### src/rtl/forth_pkg.sv
// Shared definitions for the Forth data stack: opcode encoding and its width.
package forth_pkg;

    localparam int OP_W = 3;

    localparam logic [OP_W-1:0] OP_NOP     = 3'd0;
    localparam logic [OP_W-1:0] OP_PUSH    = 3'd1;
    localparam logic [OP_W-1:0] OP_POP     = 3'd2;
    localparam logic [OP_W-1:0] OP_DUP     = 3'd3;
    localparam logic [OP_W-1:0] OP_SWAP    = 3'd4;
    localparam logic [OP_W-1:0] OP_OVER    = 3'd5;
    localparam logic [OP_W-1:0] OP_BINOP   = 3'd6;
    localparam logic [OP_W-1:0] OP_REPLACE = 3'd7;

endpackage

### src/rtl/forth_stack_spill.sv
// Spill register file for the Forth data stack: DEPTH-2 entries, one
// synchronous write port and one combinational read port. Addresses past the
// last entry read back as 0. Optional macro FORTH_STACK_PICK_EN adds a second
// combinational read port for random access from the top of the stack.
module forth_stack_spill #(
    parameter int DATA_W = 16,
    parameter int DEPTH  = 64,
    parameter int CNT_W  = $clog2(DEPTH + 1)
) (
    input  logic              clk,
    input  logic              wr_en,
    input  logic [CNT_W-1:0]  wr_addr,
    input  logic [DATA_W-1:0] wr_data,
    input  logic [CNT_W-1:0]  rd_addr,
`ifdef FORTH_STACK_PICK_EN
    input  logic [CNT_W-1:0]  pick_addr,
    output logic [DATA_W-1:0] pick_data,
`endif
    output logic [DATA_W-1:0] rd_data
);

    localparam int N = DEPTH - 2;

    logic [DATA_W-1:0] mem [N];

    // Register-file write; contents are deliberately not reset.
    always_ff @(posedge clk) begin
        for (int i = 0; i < N; i++) begin
            if (wr_en && (wr_addr == CNT_W'(i))) begin
                mem[i] <= wr_data;
            end
        end
    end

    // Combinational refill read; out-of-range addresses yield 0.
    always_comb begin
        rd_data = '0;
        for (int i = 0; i < N; i++) begin
            if (rd_addr == CNT_W'(i)) begin
                rd_data = mem[i];
            end
        end
    end

`ifdef FORTH_STACK_PICK_EN
    // Combinational pick read; out-of-range addresses yield 0.
    always_comb begin
        pick_data = '0;
        for (int i = 0; i < N; i++) begin
            if (pick_addr == CNT_W'(i)) begin
                pick_data = mem[i];
            end
        end
    end
`endif

endmodule

### src/rtl/forth_stack_mem.sv
// Forth data stack: TOS and NOS held in registers, deeper entries spilled to
// a register file. One op per clock, sticky overflow/underflow flags.
// Optional macro FORTH_STACK_PICK_EN adds i_PICK/o_PICK random read access.
module forth_stack_mem
    import forth_pkg::*;
#(
    parameter int DATA_W = 16,
    parameter int DEPTH  = 64,
    parameter int CNT_W  = $clog2(DEPTH + 1)
) (
    input  logic              c_CLOCK,
    input  logic              i_RESETN,
    input  logic [OP_W-1:0]   i_OP,
    input  logic [DATA_W-1:0] i_DATA,
    input  logic              i_CLR_ERR,
`ifdef FORTH_STACK_PICK_EN
    input  logic [CNT_W-1:0]  i_PICK,
    output logic [DATA_W-1:0] o_PICK,
`endif
    output logic [DATA_W-1:0] o_TOS,
    output logic [DATA_W-1:0] o_NOS,
    output logic [CNT_W-1:0]  o_DEPTH,
    output logic              o_EMPTY,
    output logic              o_FULL,
    output logic              o_OVF,
    output logic              o_UNF
);

    localparam logic [CNT_W-1:0] DEPTH_C = CNT_W'(DEPTH);

    logic [DATA_W-1:0] tos, nos, tos_nx, nos_nx;
    logic [CNT_W-1:0]  cnt, cnt_nx;
    logic              ovf, unf, ovf_set, unf_set;
    logic              has1, has2, room;
    logic              spill_we;
    logic [CNT_W-1:0]  spill_waddr, refill_raddr;
    logic [DATA_W-1:0] spill_rdata, refill;

    // Spill slot is depth-2 (old NOS goes just above the array top);
    // refill slot is depth-3 (current array top).
    assign spill_waddr  = cnt - CNT_W'(2);
    assign refill_raddr = cnt - CNT_W'(3);

`ifdef FORTH_STACK_PICK_EN
    logic [CNT_W-1:0]  pick_addr;
    logic [DATA_W-1:0] pick_data;

    assign pick_addr = cnt - CNT_W'(1) - i_PICK;
`endif

    forth_stack_spill #(
        .DATA_W (DATA_W),
        .DEPTH  (DEPTH),
        .CNT_W  (CNT_W)
    ) u_spill (
        .clk       (c_CLOCK),
        .wr_en     (spill_we),
        .wr_addr   (spill_waddr),
        .wr_data   (nos),
        .rd_addr   (refill_raddr),
`ifdef FORTH_STACK_PICK_EN
        .pick_addr (pick_addr),
        .pick_data (pick_data),
`endif
        .rd_data   (spill_rdata)
    );

    // Decode the op: check its depth requirement, then form next TOS/NOS/depth.
    always_comb begin
        tos_nx   = tos;
        nos_nx   = nos;
        cnt_nx   = cnt;
        ovf_set  = 1'b0;
        unf_set  = 1'b0;
        spill_we = 1'b0;
        has1     = (cnt >= CNT_W'(1));
        has2     = (cnt >= CNT_W'(2));
        room     = (cnt < DEPTH_C);
        // An empty array refills as 0 so vacated slots read back clean.
        refill   = (cnt >= CNT_W'(3)) ? spill_rdata : '0;
        case (i_OP)
            OP_PUSH: begin
                if (!room) begin
                    ovf_set = 1'b1;
                end else begin
                    tos_nx   = i_DATA;
                    nos_nx   = tos;
                    cnt_nx   = cnt + CNT_W'(1);
                    spill_we = has2;
                end
            end
            OP_POP: begin
                if (!has1) begin
                    unf_set = 1'b1;
                end else begin
                    tos_nx = nos;
                    nos_nx = refill;
                    cnt_nx = cnt - CNT_W'(1);
                end
            end
            OP_DUP: begin
                if (!has1) begin
                    unf_set = 1'b1;
                end else if (!room) begin
                    ovf_set = 1'b1;
                end else begin
                    nos_nx   = tos;
                    cnt_nx   = cnt + CNT_W'(1);
                    spill_we = has2;
                end
            end
            OP_SWAP: begin
                if (!has2) begin
                    unf_set = 1'b1;
                end else begin
                    tos_nx = nos;
                    nos_nx = tos;
                end
            end
            OP_OVER: begin
                if (!has2) begin
                    unf_set = 1'b1;
                end else if (!room) begin
                    ovf_set = 1'b1;
                end else begin
                    tos_nx   = nos;
                    nos_nx   = tos;
                    cnt_nx   = cnt + CNT_W'(1);
                    spill_we = 1'b1;
                end
            end
            OP_BINOP: begin
                if (!has2) begin
                    unf_set = 1'b1;
                end else begin
                    tos_nx = i_DATA;
                    nos_nx = refill;
                    cnt_nx = cnt - CNT_W'(1);
                end
            end
            OP_REPLACE: begin
                if (!has1) begin
                    unf_set = 1'b1;
                end else begin
                    tos_nx = i_DATA;
                end
            end
            default: ;
        endcase
    end

    // Stack registers and sticky error flags; a new error beats the clear.
    always_ff @(posedge c_CLOCK) begin
        if (!i_RESETN) begin
            tos <= '0;
            nos <= '0;
            cnt <= '0;
            ovf <= 1'b0;
            unf <= 1'b0;
        end else begin
            tos <= tos_nx;
            nos <= nos_nx;
            cnt <= cnt_nx;
            ovf <= ovf_set | (ovf & ~i_CLR_ERR);
            unf <= unf_set | (unf & ~i_CLR_ERR);
        end
    end

`ifdef FORTH_STACK_PICK_EN
    // Random read from the top: 0 = TOS, 1 = NOS, deeper from the array.
    always_comb begin
        if (i_PICK >= cnt) begin
            o_PICK = '0;
        end else if (i_PICK == CNT_W'(0)) begin
            o_PICK = tos;
        end else if (i_PICK == CNT_W'(1)) begin
            o_PICK = nos;
        end else begin
            o_PICK = pick_data;
        end
    end
`endif

    assign o_TOS   = tos;
    assign o_NOS   = nos;
    assign o_DEPTH = cnt;
    assign o_EMPTY = (cnt == '0);
    assign o_FULL  = (cnt == DEPTH_C);
    assign o_OVF   = ovf;
    assign o_UNF   = unf;

endmodule

### config.mk
export PLATFORM = sky130hd
export DESIGN_NAME = forth_stack_mem
export DESIGN_NICKNAME = d
export VERILOG_FILES = /design/src/rtl/forth_pkg.sv /design/src/rtl/forth_stack_spill.sv /design/src/rtl/forth_stack_mem.sv
export SDC_FILE = /design/constraint.sdc
export NUM_CORES = 1
export LEC_CHECK = 0
export ABC_AREA = 1
export BUFFER_PORTS_ARGS = -buffer_cell sky130_fd_sc_hd__buf_2
export CAP_MARGIN = 40
export CORE_UTILIZATION = 35
export CTS_BUF_LIST = sky130_fd_sc_hd__clkbuf_8 sky130_fd_sc_hd__clkbuf_16
export DETAILED_ROUTE_END_ITERATION = 8
export PLACE_DENSITY = 0.47
export RECOVER_POWER = 50
export SLEW_MARGIN = 30
export SYNTH_ARGS = -nofsm -noshare
export SYNTH_HDL_FRONTEND = slang
export SYNTH_HIERARCHICAL = 1
export SYNTH_SLANG_ARGS = --single-unit
### constraint.sdc
create_clock -name c_CLOCK -period 13.3 [get_ports c_CLOCK]
set_clock_uncertainty 0.15 [all_clocks]
set_input_delay 2.66 -clock c_CLOCK [delete_from_list [all_inputs] [get_ports c_CLOCK]]
set_output_delay 2.66 -clock c_CLOCK [all_outputs]
set_load 0.01 [all_outputs]
# After elaboration in Yosys (flattened, before gate mapping)
# Memories as Yosys holds them, arrays and structs flattened.
# Index checks and enable logic that the tools add are counted.
[op_classes]
n_eq_ne = 138
mul = 0
addsub = 4
n_reduce_logical = 134
div = 0
bitwise = 5
n_mux = 403
n_lt_le_gt_ge = 4
shifts = 0
[op_table]
columns = ["op", "n"]
rows = [
  ["16-bit 2-to-1 mux", 137],
  ["16-bit OR reduction", 61],
  ["7-bit by 6-bit equality test with 1-bit output (second input constant)", 60],
  ["6-bit 2-to-1 mux", 61],
  ["7-bit by 5-bit equality test with 1-bit output (second input constant)", 32],
  ["1-bit 2-to-1 mux", 194],
  ["16-bit one-hot mux with 6 select lines", 2],
  ["7-bit by 4-bit equality test with 1-bit output (second input constant)", 16],
  ["1-bit logical AND", 62],
  ["7-bit by 3-bit equality test with 1-bit output (second input constant)", 8],
  ["7-bit 2-to-1 mux", 5],
  ["7-bit one-hot mux with 5 select lines", 1],
  ["7-bit by 2-bit equality test with 1-bit output (second input constant)", 4],
  ["7-bit logical NOT", 3],
  ["2-bit != test (second input constant)", 8],
  ["7-bit by 1-bit equality test with 1-bit output (second input constant)", 2],
  ["7-bit by 2-bit >= comparator with 1-bit output (second input constant)", 2],
  ["7-bit by 2-bit subtractor with 7-bit output (second input constant)", 2],
  ["3-bit equality test (second input constant)", 4],
  ["6-bit nonzero test", 2],
  ["8-bit AND reduction", 1],
  ["7-bit by 1-bit adder with 7-bit output (second input constant)", 1],
  ["7-bit equality test (second input constant)", 1],
  ["7-bit by 1-bit >= comparator with 1-bit output (second input constant)", 1],
  ["13 further kinds", 18],
]
[word_totals]
output_inout_bits = 43
reg_bits = 41
mem_bits_rw = 992
latchBits = 0
wordCells = 694
n_memories = 1
rom_bits = 0
[memory_table]
columns = ["name", "depth", "width", "rd", "rd_ports_with_merged_regs", "write_ports", "line", "rtl"]
rows = [
  ["u_spill.mem", 62, 16, 62, 0, 1, "forth_stack_spill.sv:24", "logic [DATA_W-1:0] mem [N];"],
]

# Depth between registers and ports, before layout
[logic_depth]
depth_word = 69
depth_mapped = 52
ltp_nobuf = 52

# Cells and area by module
# Netlist, hierarchy kept.
[by_module_without_submodules]
columns = ["module", "area_per_inst_um2", "instances", "cells_per_inst"]
rows = [
  ["forth_stack_spill", 38893.6, 1, 3132],
  ["forth_stack_mem", 3059.2, 1, 488],
]

# Worst setup path before layout
# Ideal clock, no wire load.
[synth_timing]
path_kind = "input port to flip-flop"
startpoint = "in i_OP[0]"
endpoint = "mem u_spill.mem[0][0], enable pin"
t_arrival_ps = 4579
slack_ps = 8183
required_time_ps = 12762
stages = 8
setup_time_ps = 388
n_path_buf = 1
cell_sequence = "ha_1 inv_1 nor2_2 a21oi_1 nor3_1 nand4_1 clkbuf_1 nor2_1"
[synth_via]
elab_chain_cells = 67
[synth_rtl]
columns = ["element", "line", "rtl"]
rows = [
  ["start, declared", "forth_stack_mem.sv:13", "input logic [OP_W-1:0] i_OP,"],
  ["3-bit equality test (tied with other cells)", "forth_stack_mem.sv:81", "case (i_OP)"],
  ["1-bit one-hot mux with 3 select lines (*)", "forth_stack_mem.sv:81", ""],
  ["named net spill_we", "forth_stack_mem.sv:35", "logic spill_we;"],
  ["1-bit logical AND", "forth_stack_spill.sv:29", "if (wr_en && (wr_addr == CNT_W'(i))) begin"],
  ["1-bit 2-to-1 mux", "forth_stack_spill.sv:29", ""],
  ["1-bit 2-to-1 mux (not written as such)", "forth_stack_spill.sv:30", "mem[i] <= wr_data;"],
  ["16-bit OR reduction (no source line)", "--", ""],
  ["6-bit 2-to-1 mux (no source line) / 1-bit 2-to-1 mux (equally long branches) (61 in a row)", "--", ""],
  ["end, declared", "forth_stack_spill.sv:24", ""],
]
# The timed path passes the listed nets; every way through them passes the cells marked *.

# Final worst setup path
[layout_timing]
startpoint = "reg cnt[2] (netlist: o_DEPTH[2])"
endpoint = "reg nos[8] (netlist: o_NOS[8])"
[layout_via]
elab_chain_cells = 67
[layout_rtl]
columns = ["element", "line", "rtl"]
rows = [
  ["start, declared", "forth_stack_mem.sv:32", "logic [CNT_W-1:0] cnt, cnt_nx;"],
  ["start signal, assigned", "forth_stack_mem.sv:163", "cnt <= cnt_nx;"],
  ["7-bit by 2-bit subtractor with 7-bit output (*)", "forth_stack_mem.sv:42", "assign refill_raddr = cnt - CNT_W'(3);"],
  ["named net refill_raddr[3]", "forth_stack_mem.sv:36", "logic [CNT_W-1:0] spill_waddr, refill_raddr;"],
  ["7-bit logical NOT", "forth_stack_spill.sv:39", "if (rd_addr == CNT_W'(i)) begin"],
  ["16-bit 2-to-1 mux (61 in a row)", "forth_stack_spill.sv:39", ""],
  ["16-bit 2-to-1 mux (*)", "forth_stack_spill.sv:39", ""],
  ["named net spill_rdata[8]", "forth_stack_mem.sv:37", "logic [DATA_W-1:0] spill_rdata, refill;"],
  ["16-bit 2-to-1 mux (*)", "forth_stack_mem.sv:80", "refill = (cnt >= CNT_W'(3)) ? spill_rdata : '0;"],
  ["16-bit 2-to-1 mux (on tied branches)", "forth_stack_mem.sv:133, forth_stack_mem.sv:93", ""],
  ["16-bit one-hot mux with 6 select lines (*)", "forth_stack_mem.sv:81", ""],
  ["end signal, assigned", "forth_stack_mem.sv:162", "nos <= nos_nx;"],
  ["end, declared", "forth_stack_mem.sv:31", "logic [DATA_W-1:0] tos, nos, tos_nx, nos_nx;"],
]
# The timed path passes the listed nets; every way through them passes the cells marked *. The select of a mux whose other input is x is not followed.
# A chain may end at the register's enable or synchronous reset.

==> flow_metrics.env <==
export IMPL_postSynthNetCount=3654
export IMPL_cts_reportedPaths_clkPinSlew_ns=0.06
export IMPL_worstPathBufferInverterCount=3
export IMPL_postSynthRegisterBits=1033
export IMPL_placed_cell_area_um2=44900
export IMPL_synth_area_in_xor_xnor=0.00271
export IMPL_synthTopCellsByCount="1,076 x sky130_fd_sc_hd__nand2_1, 992 x sky130_fd_sc_hd__edfxtp_1, 420 x sky130_fd_sc_hd__nor2_1"
export IMPL_unrepaired_setup_endpoints_after_global_routing="no"
export IMPL_drtIter0Drc=1781
export IMPL_post_route_period_util=0.518
export IMPL_synth_area_per_cell_um2=11.6
export IMPL_synth_enable_flop_cells=992
export IMPL_netlist_cell_type_count=35
export IMPL_synthFlopType="sky130_fd_sc_hd__edfxtp_1"
export IMPL_pin_count=65
export IMPL_cts_htree_levels=3
export IMPL_netlist_top_cells_area="sky130_fd_sc_hd__edfxtp_1 71%, sky130_fd_sc_hd__nand2_1 9.6%, sky130_fd_sc_hd__nor2_1 3.8%"
export IMPL_timing_worst_setup_path_type="reg2reg"
export IMPL_critical_path_top_delay_family="simple AND/OR/NAND/NOR gates"
export IMPL_violations="max-capacitance violations, max-slew violations"
export IMPL_routedWlPerCell_um=19.7
export IMPL_synth_top_cell_area_share=0.710
export IMPL_placement_rows=126
export IMPL_synth_mux_area_fraction=0
export IMPL_gr_total_overflow=0
export IMPL_route_detailed_vias_per_inst=4.68
export IMPL_tmin_final_ns=6.90
export IMPL_cts_resized=0
export IMPL_synthSimpleGateAreaFrac=0.207
export IMPL_drt_antenna_violating_nets=0
export IMPL_cts_inserted_buffers=111
export IMPL_floorplan_initialDensity=0.354
export IMPL_critical_path_arrival_ns=7.34
export IMPL_place_hpwl_um=69300
export IMPL_die_width_um=348
export IMPL_crit_reg2reg_launch="o_DEPTH[2]$_SDFFE_PN0P_"
export IMPL_holdBufCountCts=0
export IMPL_cts_path_max_buffers=3
export IMPL_y_dimension_of_the_die_um=348
export IMPL_cell_area_after_layout_um2=48300
export IMPL_first_pass_iters=5
export IMPL_critPathLaunch="o_DEPTH[2]$_SDFFE_PN0P_"
export IMPL_area_fraction_in_compound_gates_after_synthesis=0.0169
export IMPL_power_static_leakage_uw=0.0175
export IMPL_timing_final_hold_violations=0
export IMPL_critPathMaxFanout=9
export IMPL_grt_antenna_before_repair=0
export IMPL_status="finished with violations"
export IMPL_post_cts_setup_buffers=0
export IMPL_max_vdd_ir_drop_mv=0.148
export IMPL_synth_seq_area_share=0.730
export IMPL_timing_setup_tns_ns=0
export IMPL_worstHoldPathType="reg2reg"
export IMPL_drv_cap=19
export IMPL_nets=3879
export IMPL_placement_setup_worst_slack_ns=6.24
export IMPL_grt_first_pass_wirelength_um=164000
export IMPL_gp_congestion=0.815
export IMPL_yosys_cell_count_top_type="sky130_fd_sc_hd__nand2_1"
export IMPL_synth_yosys_warnings=6
export IMPL_timing_critical_path_slowest_stage_cell="sky130_fd_sc_hd__dfxtp_1"
export IMPL_die_area_um2=121000
export IMPL_netlist_top_cell_by_area="sky130_fd_sc_hd__edfxtp_1"
export IMPL_final_setup_slack_of_the_worst_path_ns=6.40
export IMPL_first_global_vias=25300
export IMPL_power_density_nw_per_um2=167
export IMPL_detailroute_via_count=25900
export IMPL_synth_area_um2=42000
export IMPL_place_port_buffers=64
export IMPL_route_final_wire_length_um=109000
export IMPL_pin_count_of_the_biggest_net_entering_global_routing=66
export IMPL_core_region_area_um2=118000
export IMPL_endpoint_kind="register"
export IMPL_flow_area_growth_from_synthesis_pct=15.0
export IMPL_cp_common_cell="sky130_fd_sc_hd__nand2_1"
export IMPL_cts_tree="yes"
export IMPL_synth_top_family_by_area="simple AND/OR/NAND/NOR gates"
export IMPL_critical_path_required_ns=13.74
export IMPL_synth_adder_area_share=0.00358
export IMPL_holdCritStartpoint="o_TOS[3]$_SDFFE_PN0P_"
export IMPL_setup_worst_path_start_class="register"
export IMPL_max_freq_mhz=145
export IMPL_worst_path_largest_cell_delay_ns=0.50
export IMPL_worst_case_headroom_to_the_max_slew_limit=-1.35
export IMPL_async_flop_share=0
export IMPL_layout_drive_gt1_share=0.123
export IMPL_global_route_usage_total=0.180
export IMPL_detail_route_drc_violations=0
export IMPL_synthesis_instances=3620
export IMPL_clkLatencyLatePin_ns=0.70
export IMPL_cts_sink_count=1033
export IMPL_drv_slew=898
export IMPL_cts_root_buffer_cell="sky130_fd_sc_hd__clkbuf_16"
export IMPL_worst_pin_slew_ns=3.53
export IMPL_setup_violations_final=0
-- cell usage in the layout (no fill, tap or decap), types with 2 or more instances in the layout --
master and instances:
sky130_fd_sc_hd__or2_0 3, sky130_fd_sc_hd__xor2_1 13, sky130_fd_sc_hd__nor2_2 16, sky130_fd_sc_hd__nand2_2 4, sky130_fd_sc_hd__clkbuf_16 112, sky130_fd_sc_hd__or2_1 2, sky130_fd_sc_hd__o21ai_1 10, sky130_fd_sc_hd__edfxtp_1 992
sky130_fd_sc_hd__bufinv_16 8, sky130_fd_sc_hd__a21boi_0 6, sky130_fd_sc_hd__o21ai_0 29, sky130_fd_sc_hd__nand2_1 1077, sky130_fd_sc_hd__inv_6 3, sky130_fd_sc_hd__nor3_1 21, sky130_fd_sc_hd__nand3_2 3, sky130_fd_sc_hd__buf_2 29
sky130_fd_sc_hd__nand3_4 2, sky130_fd_sc_hd__inv_2 12, sky130_fd_sc_hd__nand3_1 112, sky130_fd_sc_hd__or2_2 137, sky130_fd_sc_hd__nor2_4 8, sky130_fd_sc_hd__nand4_1 191, sky130_fd_sc_hd__clkinv_2 17, sky130_fd_sc_hd__ha_1 12
sky130_fd_sc_hd__a21oi_1 75, sky130_fd_sc_hd__nor2_1 417, sky130_fd_sc_hd__buf_4 118, sky130_fd_sc_hd__clkinvlp_4 3, sky130_fd_sc_hd__clkbuf_1 57, sky130_fd_sc_hd__clkinv_1 36, sky130_fd_sc_hd__inv_1 350, sky130_fd_sc_hd__dfxtp_1 40
sky130_fd_sc_hd__a21boi_1 10, sky130_fd_sc_hd__nand2_4 2, sky130_fd_sc_hd__clkinv_8 3
-- layer usage --
layer  track usage  up-vias  routed length [um]
li1              -    12700                   -
met1         0.247    12700               50100
met2         0.302      382               53000
met3        0.0237      143                3690
met4        0.0430        0                2160
met5             0        -                   0
-- path summary, 6_finish.rpt --
check                                to  slack (ns)  cells past startpoint
setup / recovery  o_NOS[8]$_SDFFE_PN0P_        6.40                     49
hold / removal    o_TOS[3]$_SDFFE_PN0P_        0.39                      2
setup reg to reg  o_NOS[8]$_SDFFE_PN0P_        6.40                     49
hold reg to reg   o_TOS[3]$_SDFFE_PN0P_        0.39                      2
-- worst reg2reg max path: cells and delay by family (launching register included) --
family | cells | cell delay [ns]
simple gates | 42 | 4.79
flops | 1 | 0.50
buf+inv | 3 | 0.47
compound gates | 2 | 0.33
xor+xnor | 1 | 0.31
fa+ha+maj | 1 | 0.23
-- state kept, by name (all words and copies together), names as in the netlist --
name,flops
o_DEPTH,7
o_NOS,16
o_OVF,1
o_TOS,16
o_UNF,1
u_spill/mem,992
-- stage by stage --
stage               power (uW)  hold WS [ns]  instances  utilization
global placement          5200         0.380       5327        0.379
floorplan                 4630         0.393       3620            -
global route              8390         0.432       5537        0.408
finish                    8050         0.392       5538        0.408
detailed placement        5200         0.390       5330        0.380
CTS                       8170         0.399       5535        0.409
-- final cells by class --
cell class | instances | area [um2]
Antenna cell | 1 | 2.50
Clock inverter | 92 | 657
Clock buffer | 113 | 2820
Inverter | 341 | 1280
Fill cell | 11400 | 70100
Timing Repair Buffer | 205 | 1260
Sequential cell | 1033 | 30600
Tap cell | 1600 | 2000
Multi-Input combinational cell | 2153 | 9640
-- power breakdown --
part | leakage [uW] | switching, uW | internal, uW | total, uW
sequential | 0.00941 | 82.8 | 3880 | 3960
clock | 0.00180 | 1270 | 1680 | 2950
combinational | 0.00626 | 889 | 248 | 1140
total | 0.0175 | 2240 | 5810 | 8050
-- cell families (layout without fill, tap and decap cells) --
family | after synthesis | after routing
compound gates | 132 | 132
buf+inv | 434 | 751
other cells | 0 | 1
flops | 1033 | 1033
fa+ha+maj | 12 | 12
simple gates | 1996 | 1996
xor+xnor | 13 | 13
(Power assumes the default switching activity.)
